## src/rtl/debounce_pkg.sv

```systemverilog
// Shared definitions for the pushbutton debouncer: state encoding and default parameters.
package debounce_pkg;

    typedef enum logic [1:0] {
        IDLE         = 2'b00,
        PRESS_WAIT   = 2'b01,
        HELD         = 2'b10,
        RELEASE_WAIT = 2'b11
    } state_t;

    localparam int DEF_DEBOUNCE_CYCLES = 4;
    localparam int DEF_REPEAT_DELAY    = 8;
    localparam int DEF_REPEAT_RATE     = 4;
    localparam int DEF_CNT_W           = 8;

    function automatic int max3(input int a, input int b, input int c);
        int m;
        m = (a > b) ? a : b;
        return (m > c) ? m : c;
    endfunction

endpackage

```

## src/rtl/debounce_pulse_sync2.sv

```systemverilog
// Two-flop synchronizer bringing the raw pushbutton level into the clk domain.
module sync2 (
    input  logic clk,
    input  logic rst_n,
    input  logic i_d,
    output logic o_q
);

    logic r_meta;
    logic r_sync;

    always_ff @(posedge clk or negedge rst_n) begin
        if (!rst_n) begin
            r_meta <= 1'b0;
            r_sync <= 1'b0;
        end else begin
            r_meta <= i_d;
            r_sync <= r_meta;
        end
    end

    assign o_q = r_sync;

endmodule

```

## src/rtl/debounce_pulse.sv

```systemverilog
// Pushbutton debouncer producing a one-cycle toggle strobe per qualified press.
// Optional auto-repeat while held is enabled by defining DEBOUNCE_AUTOREPEAT_EN.
//
// state        | meaning
// IDLE         | button released and accepted as released
// PRESS_WAIT   | synchronized level high, qualifying the press
// HELD         | press accepted, debounced level is high
// RELEASE_WAIT | synchronized level low, qualifying the release
module debounce_pulse
    import debounce_pkg::*;
#(
    parameter int DEBOUNCE_CYCLES = DEF_DEBOUNCE_CYCLES,
    parameter int REPEAT_DELAY    = DEF_REPEAT_DELAY,
    parameter int REPEAT_RATE     = DEF_REPEAT_RATE,
    parameter int CNT_W           = DEF_CNT_W
) (
    input  logic clk,
    input  logic rst_n,
    input  logic btn_in,
    output logic t_pulse,
    output logic btn_level
);

    localparam int CNT_MAX = max3(DEBOUNCE_CYCLES, REPEAT_DELAY, REPEAT_RATE);
    localparam logic [CNT_W-1:0] DB_LAST = CNT_W'(DEBOUNCE_CYCLES - 1);

    if (DEBOUNCE_CYCLES < 1 || REPEAT_DELAY < 1 || REPEAT_RATE < 1) begin : g_bad_params
        $error("debounce_pulse: cycle parameters must be 1 or more");
    end
    if (longint'(CNT_MAX) > ((longint'(1) << CNT_W) - 1)) begin : g_bad_cnt_w
        $error("debounce_pulse: CNT_W too narrow for the configured cycle counts");
    end

    logic             w_btn_sync;
    state_t           r_state;
    state_t           w_next_state;
    logic [CNT_W-1:0] r_cnt;
    logic [CNT_W-1:0] w_next_cnt;
    logic             w_press_done;
    logic             w_rpt_pulse;
    logic             r_t_pulse;
    logic             r_btn_level;

    sync2 u_sync2 (
        .clk   (clk),
        .rst_n (rst_n),
        .i_d   (btn_in),
        .o_q   (w_btn_sync)
    );

    always_ff @(posedge clk or negedge rst_n) begin
        if (!rst_n) begin
            r_state <= IDLE;
            r_cnt   <= '0;
        end else begin
            r_state <= w_next_state;
            r_cnt   <= w_next_cnt;
        end
    end

    // A bounce back to the previous level aborts qualification without a pulse.
    always_comb begin
        w_next_state = r_state;
        w_next_cnt   = r_cnt;
        w_press_done = 1'b0;
        case (r_state)
            IDLE: begin
                if (w_btn_sync) begin
                    w_next_state = PRESS_WAIT;
                    w_next_cnt   = '0;
                end
            end
            PRESS_WAIT: begin
                if (!w_btn_sync) begin
                    w_next_state = IDLE;
                end else if (r_cnt == DB_LAST) begin
                    w_next_state = HELD;
                    w_press_done = 1'b1;
                end else begin
                    w_next_cnt = r_cnt + CNT_W'(1);
                end
            end
            HELD: begin
                if (!w_btn_sync) begin
                    w_next_state = RELEASE_WAIT;
                    w_next_cnt   = '0;
                end
            end
            RELEASE_WAIT: begin
                if (w_btn_sync) begin
                    w_next_state = HELD;
                end else if (r_cnt == DB_LAST) begin
                    w_next_state = IDLE;
                end else begin
                    w_next_cnt = r_cnt + CNT_W'(1);
                end
            end
            default: begin
                w_next_state = IDLE;
                w_next_cnt   = '0;
            end
        endcase
    end

`ifdef DEBOUNCE_AUTOREPEAT_EN
    localparam logic [CNT_W-1:0] RPT_DELAY_LAST = CNT_W'(REPEAT_DELAY - 1);
    localparam logic [CNT_W-1:0] RPT_RATE_LAST  = CNT_W'(REPEAT_RATE - 1);

    logic [CNT_W-1:0] r_rpt;
    logic             r_rpt_first;
    logic [CNT_W-1:0] w_rpt_last;
    logic             w_stay_held;

    assign w_rpt_last  = r_rpt_first ? RPT_DELAY_LAST : RPT_RATE_LAST;
    assign w_stay_held = (r_state == HELD) && w_btn_sync;
    assign w_rpt_pulse = w_stay_held && (r_rpt == w_rpt_last);

    // Any entry into HELD, including a return from RELEASE_WAIT, re-arms the long delay.
    always_ff @(posedge clk or negedge rst_n) begin
        if (!rst_n) begin
            r_rpt       <= '0;
            r_rpt_first <= 1'b1;
        end else if (w_stay_held) begin
            if (w_rpt_pulse) begin
                r_rpt       <= '0;
                r_rpt_first <= 1'b0;
            end else begin
                r_rpt <= r_rpt + CNT_W'(1);
            end
        end else begin
            r_rpt       <= '0;
            r_rpt_first <= 1'b1;
        end
    end
`else
    assign w_rpt_pulse = 1'b0;
`endif

    always_ff @(posedge clk or negedge rst_n) begin
        if (!rst_n) begin
            r_t_pulse   <= 1'b0;
            r_btn_level <= 1'b0;
        end else begin
            r_t_pulse   <= w_press_done | w_rpt_pulse;
            r_btn_level <= (w_next_state == HELD) || (w_next_state == RELEASE_WAIT);
        end
    end

    assign t_pulse   = r_t_pulse;
    assign btn_level = r_btn_level;

endmodule

```

## config.mk

```make
export PLATFORM = sky130hd
export DESIGN_NAME = debounce_pulse
export DESIGN_NICKNAME = d
export VERILOG_FILES = /design/src/rtl/debounce_pkg.sv /design/src/rtl/debounce_pulse_sync2.sv /design/src/rtl/debounce_pulse.sv
export SDC_FILE = /design/constraint.sdc
export NUM_CORES = 1
export LEC_CHECK = 0
export CORE_MARGIN = 2
export CORE_UTILIZATION = 35
export DETAILED_ROUTE_END_ITERATION = 6
export PLACE_DENSITY = 0.57
export RECOVER_POWER = 50
export SLEW_MARGIN = 20
export SYNTH_ARGS = -nofsm -noshare
export SYNTH_HDL_FRONTEND = slang
export SYNTH_SLANG_ARGS = --single-unit
```

## constraint.sdc

```tcl
create_clock -name clk -period 1.6 [get_ports clk]
set_clock_uncertainty 0.05 [all_clocks]
set_input_delay 0.24 -clock clk [delete_from_list [all_inputs] [get_ports clk]]
set_output_delay 0.24 -clock clk [all_outputs]
set_load 0.05 [all_outputs]
```

# Word level (Yosys, flattened, before mapping)
# Index checks and enable logic that the tools add are counted.
# totals
reg_bits	14
rom_bits	0
elab_cells	36
ramBits	0
n_memories	0
latch_bits	0
# op_classes
add_sub_neg	1
n_mux	16
n_eq_ne	10
n_reduce_logical	3
div	0
bitwise	0
n_mul	0
shift	0
magnitude_cmp	0
# op_table
cell	count
$mux 8	5
$pmux 8 s4	1
$mux 2	6
$add 8x1->8 const B	1
$eq 2x2->1 const B	4
$eq 8x2->1 const B	1
$pmux 2 s4	1
$ne 2x1->1 const B	2
$ne 2x2->1 const B	2
$reduce_and 4->1	1
$mux 1	3
$eq 2x1->1 const B	1
$logic_not 2->1	1
$logic_or 1x1->1	1

# Longest topological paths before layout
# Gate-level depths: netlist (run 1).
# logic_depth
word_depth	6
ltp_mapped	6

# Hierarchy
# A second synthesis (run 1) with hierarchy kept.
# hier_totals
cells_unflattened	66
area_unflattened_um2	678.2
# by_module_without_submodules
module	seq_area_each_um2	n_inst	area_per_inst_um2	cells_each
debounce_pulse	275.3	1	628.1	64
sync2	50.0	1	50.0	2

# Worst setup path after synthesis (run 1)
# Ideal clock, no wire load.
# synth_timing
kind	reg-to-reg
from	reg, netlist name btn_level
to	reg r_cnt[2]
arrival_ns	1.454
path_slack_ns	-0.023
t_required_ns	1.430
stages_incl_launch_ff	6
path_buffers	0
cell_sequence	dfrtp_1 xnor2_1 a21o_4 inv_6 a21oi_2 a31o_1
# synth_rtl
item	line_no	source
to (signal assigned)	debounce_pulse.sv:57	r_cnt <= w_next_cnt;
to (decl)	debounce_pulse.sv:37	logic [CNT_W-1:0] r_cnt;

# Worst setup path after layout (run 1)
# layout_timing
from	reg r_cnt[0]
to	reg r_cnt[2]
# layout_between
elab_chain_len	4
elab_cells_between_ends	6
# layout_lines
item	line_no	source
$add 8x1->8 / $eq 8x2->1 (equally long branches)	n/a	
$mux 8 *	debounce_pulse.sv:76, debounce_pulse.sv:92	
$mux 8 (on tied branches)	debounce_pulse.sv:90, debounce_pulse.sv:74	
$pmux 8 s4 *	debounce_pulse.sv:66	case (r_state)
# Every way passes the cells marked *; elsewhere a longest branch is shown, timed or not. The select of a mux whose other input is x is not followed.
# A chain may end at the register's enable or synchronous reset.

==> out/qor.yml, run 1 <==
status: "completed"
synth_compound_area_share_pct: 17.9
fp.coreArea_um2: 1730
crit_type: "reg -> reg"
netlist_instances: 60
area_growth_pct: 21.0
grt_pass1_wl_um: 2000
grt_usage_pct: 13.5
clock.fmax_mhz: 672
htree_num_levels: 1
syn_area_per_cell_um2: 10.8
crit_fanout: 5
antenna_found_initial: 0
critPathArrivalTime_ns: 1.61
yosysSeqAreaShare_pct: 50.1
min_path_type: "reg -> reg"
drive_gt1_share_pct: 26.4
clock_path_buffers: 2
finalSetupViolCount: 0
fin_area_um2: 786
postRouteAntennaNets: 0
start_kind: "flop"
hold_viol: 0
rr_worst_depth: 6
hold-path-cell-count: 0
powerDensity_nw_per_um2: 1460
p_total_uw: 1150
final_cell_mix: "dfrtp_1, nand2_1, nand3_1"
num_io_pins: 5
die_w_um: 47.1
final.fill_count: 173
ir_drop_v: 0.000672
yosys.area_share.adder_pct: 1.93
synth.area.top_cells: "dfrtp_1, nand3_1, nand2_1"
die_area_um2: 2220
maxCapViolations: 0
n_antenna_cell: 0
cts_setup_buffers: 0
cts_resized: 0
synthMuxAreaShare_pct: 1.73
synth_top_family_by_area: "simple AND/OR/NAND/NOR gates"
gr-total-overflow: 0
viasPerCell: 5.06
netlist_area_um2: 649
worstPathRequired_ns: 1.72
grt_start_max_net_pins: 14
critPathCaptureType: "flop"
drt_first_iter_violations: 10
netlist.top_cell.by_area: "dfrtp_1"
whs_ns: 0.302
synth_seq_cells: 13
synth_top_cell_area_share_pct: 50.1
r2r_setup_slack_ns: 0.11
cellLeakagePower_uw: 0.000341
drt_pre_antenna_iters: 4
io_buffers: 4
nets: 77
placed_cell_area_um2: 762
clockRootBuffer: "clkbuf_4"
yosys.area_share.simple_pct: 22.9
setup_tns_ns: 0
routabilityCongestion: 0.815
fin_cells: 97
cts_tree: "done"
wire_per_inst_um: 12.2
layout_commonest_cell: "dfrtp_1"
fin_crit_ns: 1.49
wirelength_um: 1180
drcViolationCount: 0
rsz0062_at_grt: "false"
hold_buffers: 0
synth_nets: 64
synth_xor_area_share_pct: 2.70
hpwl_um: 842
dp.cells: 93
start_util_pct: 37.6
first_global_vias: 464
slew_viol_final: 0
dieHeight_um: 47.1
clk_latency_ns: 0.28
tightest_slew_ns: 0.704
ys_warn_count: 0
num_rows: 15
clock_sinks: 13
ys_types: 29
period_share_pct: 92.9
relSlewSlack_pct: 53.1
numCtsBuffers: 3
vias: 491
path_clk_slew_ns: 0.08
==> where the power goes <==
group / internal, µW / switching, µW / leakage, µW
sequential: 390 / 77.3 / 0.000170
clock: 92.7 / 112 / 0.0000177
combinational: 212 / 266 / 0.000154
==> final timing paths <==
kind,startpoint,to
min,u_sync2.r_meta$_DFF_PN0_,u_sync2.o_q$_DFF_PN0_
min in group asynchronous,rst_n,r_cnt[6]$_DFFE_PN0P_
max reg2reg,r_cnt[0]$_DFFE_PN0P_,r_cnt[2]$_DFFE_PN0P_
min reg2reg,u_sync2.r_meta$_DFF_PN0_,u_sync2.o_q$_DFF_PN0_
max,r_cnt[0]$_DFFE_PN0P_,r_cnt[2]$_DFFE_PN0P_
max in group asynchronous,rst_n,btn_level$_DFF_PN0_
==> state kept, by name, summed over array words and instances (netlist names) <==
name / cells
t_pulse: 1
u_sync2.r_meta: 1
u_sync2.o_q: 1
r_state: 1
r_cnt: 8
btn_level: 1
==> logic make-up (layout without fill, tap and decap cells) <==
| family | after synthesis | after routing |
|---|---|---|
| xor gates and xnor gates | 2 | 2 |
| buffers and inverters | 3 | 15 |
| AOI/OAI and AO/OA | 16 | 16 |
| and+or+nand+nor | 24 | 24 |
| adders and majority gates | 1 | 1 |
| DFF | 13 | 13 |
| muxes | 1 | 1 |
==> cells in the mapped netlist <==
library cell,number
nand4_1,1
o31ai_1,1
nor4b_2,1
o21ai_0,3
nand2_1,8
nand2_2,1
nand3_1,6
a21o_4,1
mux2_1,1
and4_1,1
nor4b_4,1
a21oi_1,3
or3_1,1
xnor2_1,1
and3_1,1
nor2_1,1
a31o_1,1
inv_1,1
nor3b_1,1
nor3_1,1
o21ai_1,3
buf_2,1
o31ai_2,2
a31oi_1,1
a21oi_2,1
ha_1,1
inv_6,1
dfrtp_1,13
xor2_1,1
==> final cells by class <==
cell class / instances / area (µm²) / area share, %
clock inverter: 1 / 5.00 / 0.637
clock buffer: 3 / 22.5 / 2.87
multi-input combinational: 44 / 307 / 39.0
timing repair buffer: 9 / 81.3 / 10.4
inverter: 2 / 12.5 / 1.59
sequential: 13 / 327 / 41.6
tap: 25 / 31.3 / 3.98
==> metrics by stage <==
stage / util (%) / worst slack, ns
after floorplan: - / 0.123
after global placement: 44.1 / 0.138
after detailed placement: 44.1 / 0.125
after CTS: 45.7 / 0.108
after global routing: 45.5 / 0.0236
final: 45.5 / 0.113
==> per-layer routing <==
layer / vias to the layer above / routed length (µm) / global-route usage [%]
met3: 4 / 32 / 3.46
met5: - / 0 / 0
li1: 246 / - / -
met4: 0 / 31 / 10.0
met2: 5 / 522 / 19.2
met1: 236 / 595 / 17.7
==> worst max-delay path, stage by stage (launching register included) <==
cell     delay, ns
dfrtp_1       0.42
ha_1          0.22
nor4b_4       0.14
a21o_4        0.25
inv_6         0.07
a21oi_2       0.05
a31o_1        0.18
(Power assumes the default switching activity.)
==> run 2, diff against run 1 <==
- SYNTH_HIERARCHICAL: default -> 1
==> run 2 against run 1 <==
  * Wire length is 14% higher
  * Register-to-register slack got worse by 0.03 ns
  * Count of clock-buffer cells in the layout rose by 1
  * Power down 1.1%
  * Critical path type unchanged
  * Largest cell class is now multi-input combinational cells
==> out/qor.yml, run 2 <==
synth_seq_cells: 13  # unchanged
crit_family: "simple AND/OR/NAND/NOR gates"
path_clk_slew_ns: 0.08  # about the same
synth_nets: 70  # +9.4%
num_rows: 15  # unchanged
relSlewSlack_pct: 53.2  # +0.11 points
min_path_type: "reg -> reg"
netlist_area_um2: 678  # +4.4%
drcViolationCount: 0  # unchanged
clock.fmax_mhz: 659  # -2.0%
start_kind: "flop"
ys.flop_type: "dfrtp_1"
worstPathRequired_ns: 1.72  # about the same
layout_commonest_cell: "dfrtp_1"
synth-edff-count: 0  # unchanged
fp.coreArea_um2: 1780  # +3.3%
fin_cells: 104  # +7.2%
clockRootBuffer: "clkbuf_4"
top_register: "r_cnt"
die_w_um: 48.0  # +2.0%
powerDensity_nw_per_um2: 1370  # -6.2%
nets: 84  # +9.1%
vias: 534  # +8.8%
clock_path_buffers: 2  # unchanged
clock_sinks: 13  # unchanged
start_util_pct: 38.0  # +0.43 points
slowest_stage: "dfrtp_1"
synthArstFlopShare_pct: 100  # unchanged
io_buffers: 4  # unchanged
netlist_instances: 66  # +10%
finalSetupViolCount: 0  # unchanged
routabilityCongestion: 0.712  # -13%
p_total_uw: 1140  # -1.1%
numCtsBuffers: 3  # unchanged
first_global_vias: 513  # +11%
htree_num_levels: 1  # unchanged
drt_pre_antenna_iters: 4  # unchanged
wire_per_inst_um: 12.9  # +6.2%
postRouteAntennaNets: 0  # unchanged
die_area_um2: 2310  # +4.0%
seq_area_um2: 325  # -0.38%
grt_start_max_net_pins: 19  # +5
critPathCaptureType: "flop"
viasPerCell: 5.13  # +1.4%
netlist.top_cell.by_area: "dfrtp_1"
largest_reg_flops: 8  # unchanged
ys_warn_count: 6  # +6
maxCapViolations: 0  # unchanged
slew_viol_final: 0  # unchanged
final.fill_count: 170  # -1.7%
antenna_found_initial: 0  # unchanged
hold_viol: 0  # unchanged
drt_first_iter_violations: 5  # -5
synthTopCellsByCount: "dfrtp_1, nand2_1, nand3_1"
max_stage_delay_ns: 0.41  # about the same
critPathArrivalTime_ns: 1.64  # +0.03 ns
num_io_pins: 5  # unchanged
crit_type: "reg -> reg"
cellLeakagePower_uw: 0.000360  # +5.5%
ys_types: 29  # unchanged
n_antenna_cell: 0  # unchanged
dieHeight_um: 48.0  # +2.0%
yosysSeqAreaShare_pct: 48.0  # -2.1 points
cts_tree: "done"
period_share_pct: 94.8  # +1.9 points
cp_num_buf_inv: 0  # -1
path_cells: "ha_2 > nor4b_4 > nand3_1 > mux2_2"
ir_drop_v: 0.000803  # +20%
synth.area.top_cells: "dfrtp_1, nand3_1, nand2_1"
final_cell_mix: "dfrtp_1, nand2_1, buf_4"
crit_fanout: 5  # unchanged
area_growth_pct: 22.1
tightest_slew_ns: 0.702  # -0.00172 ns
dp.cells: 99  # +6.5%
syn_area_per_cell_um2: 10.3  # -5.1%
status: "completed"
grt_usage_pct: 15.8  # +2.3 points
multi_input_area_um2: 342  # +11%
synth_top_cell_area_share_pct: 48.0  # -2.1 points
synth.most_common_cell: "dfrtp_1"
hpwl_um: 911  # +8.1%
wirelength_um: 1350  # +14%
fin_crit_ns: 1.52  # +0.0298 ns
gr-total-overflow: 0  # unchanged
clk_latency_ns: 0.28  # about the same
drive_gt1_share_pct: 21.5  # -4.9 points
grt_pass1_wl_um: 2420  # +21%
-- run 2: cell count changes in the layout (fill, tap and decap cells not counted), moves of 2 or more --
cell / delta
a21o_1: +3
a21oi_1: -2
o211ai_1: +2
nor2b_1: +3
o21ai_1: -3
buf_4: +3
o31ai_2: -2
a32o_1: +2
nand4_1: +3
nand2b_1: +2
-- run 2: power breakdown --
group	switching (µW)	internal (µW)	leakage, µW
clock	112	96.9	0.0000150
sequential	102	382	0.000171
combinational	218	226	0.000174
total	432	706	0.000360
-- run 2: kinds of logic (layout without fill, tap and decap cells) --
| kind of cell | after synthesis | count (layout) | synth area share [%] |
|---|---|---|---|
| muxes | 1 | 1 | 1.66 |
| adders and majority gates | 1 | 1 | 1.84 |
| buffers and inverters | 3 | 16 | 2.03 |
| and+or+nand+nor | 34 | 34 | 30.6 |
| DFF | 13 | 13 | 48.0 |
| xor gates and xnor gates | 2 | 2 | 2.58 |
| AOI/OAI and AO/OA | 12 | 12 | 13.3 |
-- run 2: layer usage --
| layer | global-route usage [%] | wire [µm] |
|---|---|---|
| met5 | 0 | 0 |
| met4 | 9.73 | 44 |
| met1 | 21.8 | 688 |
| met2 | 23.2 | 572 |
| met3 | 2.26 | 40 |
-- run 2: worst paths after layout --
check                                    startpoint                    end  slack (ns)  cells past startpoint
max in group asynchronous                     rst_n    btn_level$_DFF_PN0_        0.60                      2
min in group asynchronous                     rst_n   r_cnt[2]$_DFFE_PN0P_        0.46                      2
hold / removal             u_sync2/r_meta$_DFF_PN0_  u_sync2/o_q$_DFF_PN0_        0.31                      0
setup / recovery               r_cnt[1]$_DFFE_PN0P_    btn_level$_DFF_PN0_        0.08                      4
hold reg to reg            u_sync2/r_meta$_DFF_PN0_  u_sync2/o_q$_DFF_PN0_        0.31                      0
setup reg to reg               r_cnt[1]$_DFFE_PN0P_    btn_level$_DFF_PN0_        0.08                      4
-- run 2: stage by stage --
step	util [%]	area (µm²)	hold WS, ns	setup TNS, ns	worst slack (ns)
2_1_floorplan	-	678	-0.106	0	0.0884
3_3_place_gp	44.6	796	0.287	0	0.103
3_5_place_dp	44.6	796	0.290	0	0.0709
4_1_cts	46.1	822	0.212	0	0.0581
5_1_grt	46.5	828	0.323	-0.00384	-0.00384
6_report	46.5	828	0.306	0	0.0830
-- run 2: cell type report --
class / count / area share [%]
multi-input cells: 50 / 41.2
flip-flops and latches: 13 / 39.3
repair buffers: 12 / 12.5
well taps: 25 / 3.78
clock buffers: 4 / 3.17
-- run 2: timing repair --
action                                  in CTS  in global routing
endpoints found under the setup margin       0                  1
buffers inserted                             0                  1
hold buffers                                 0                  0
gates resized for setup                      0                  1
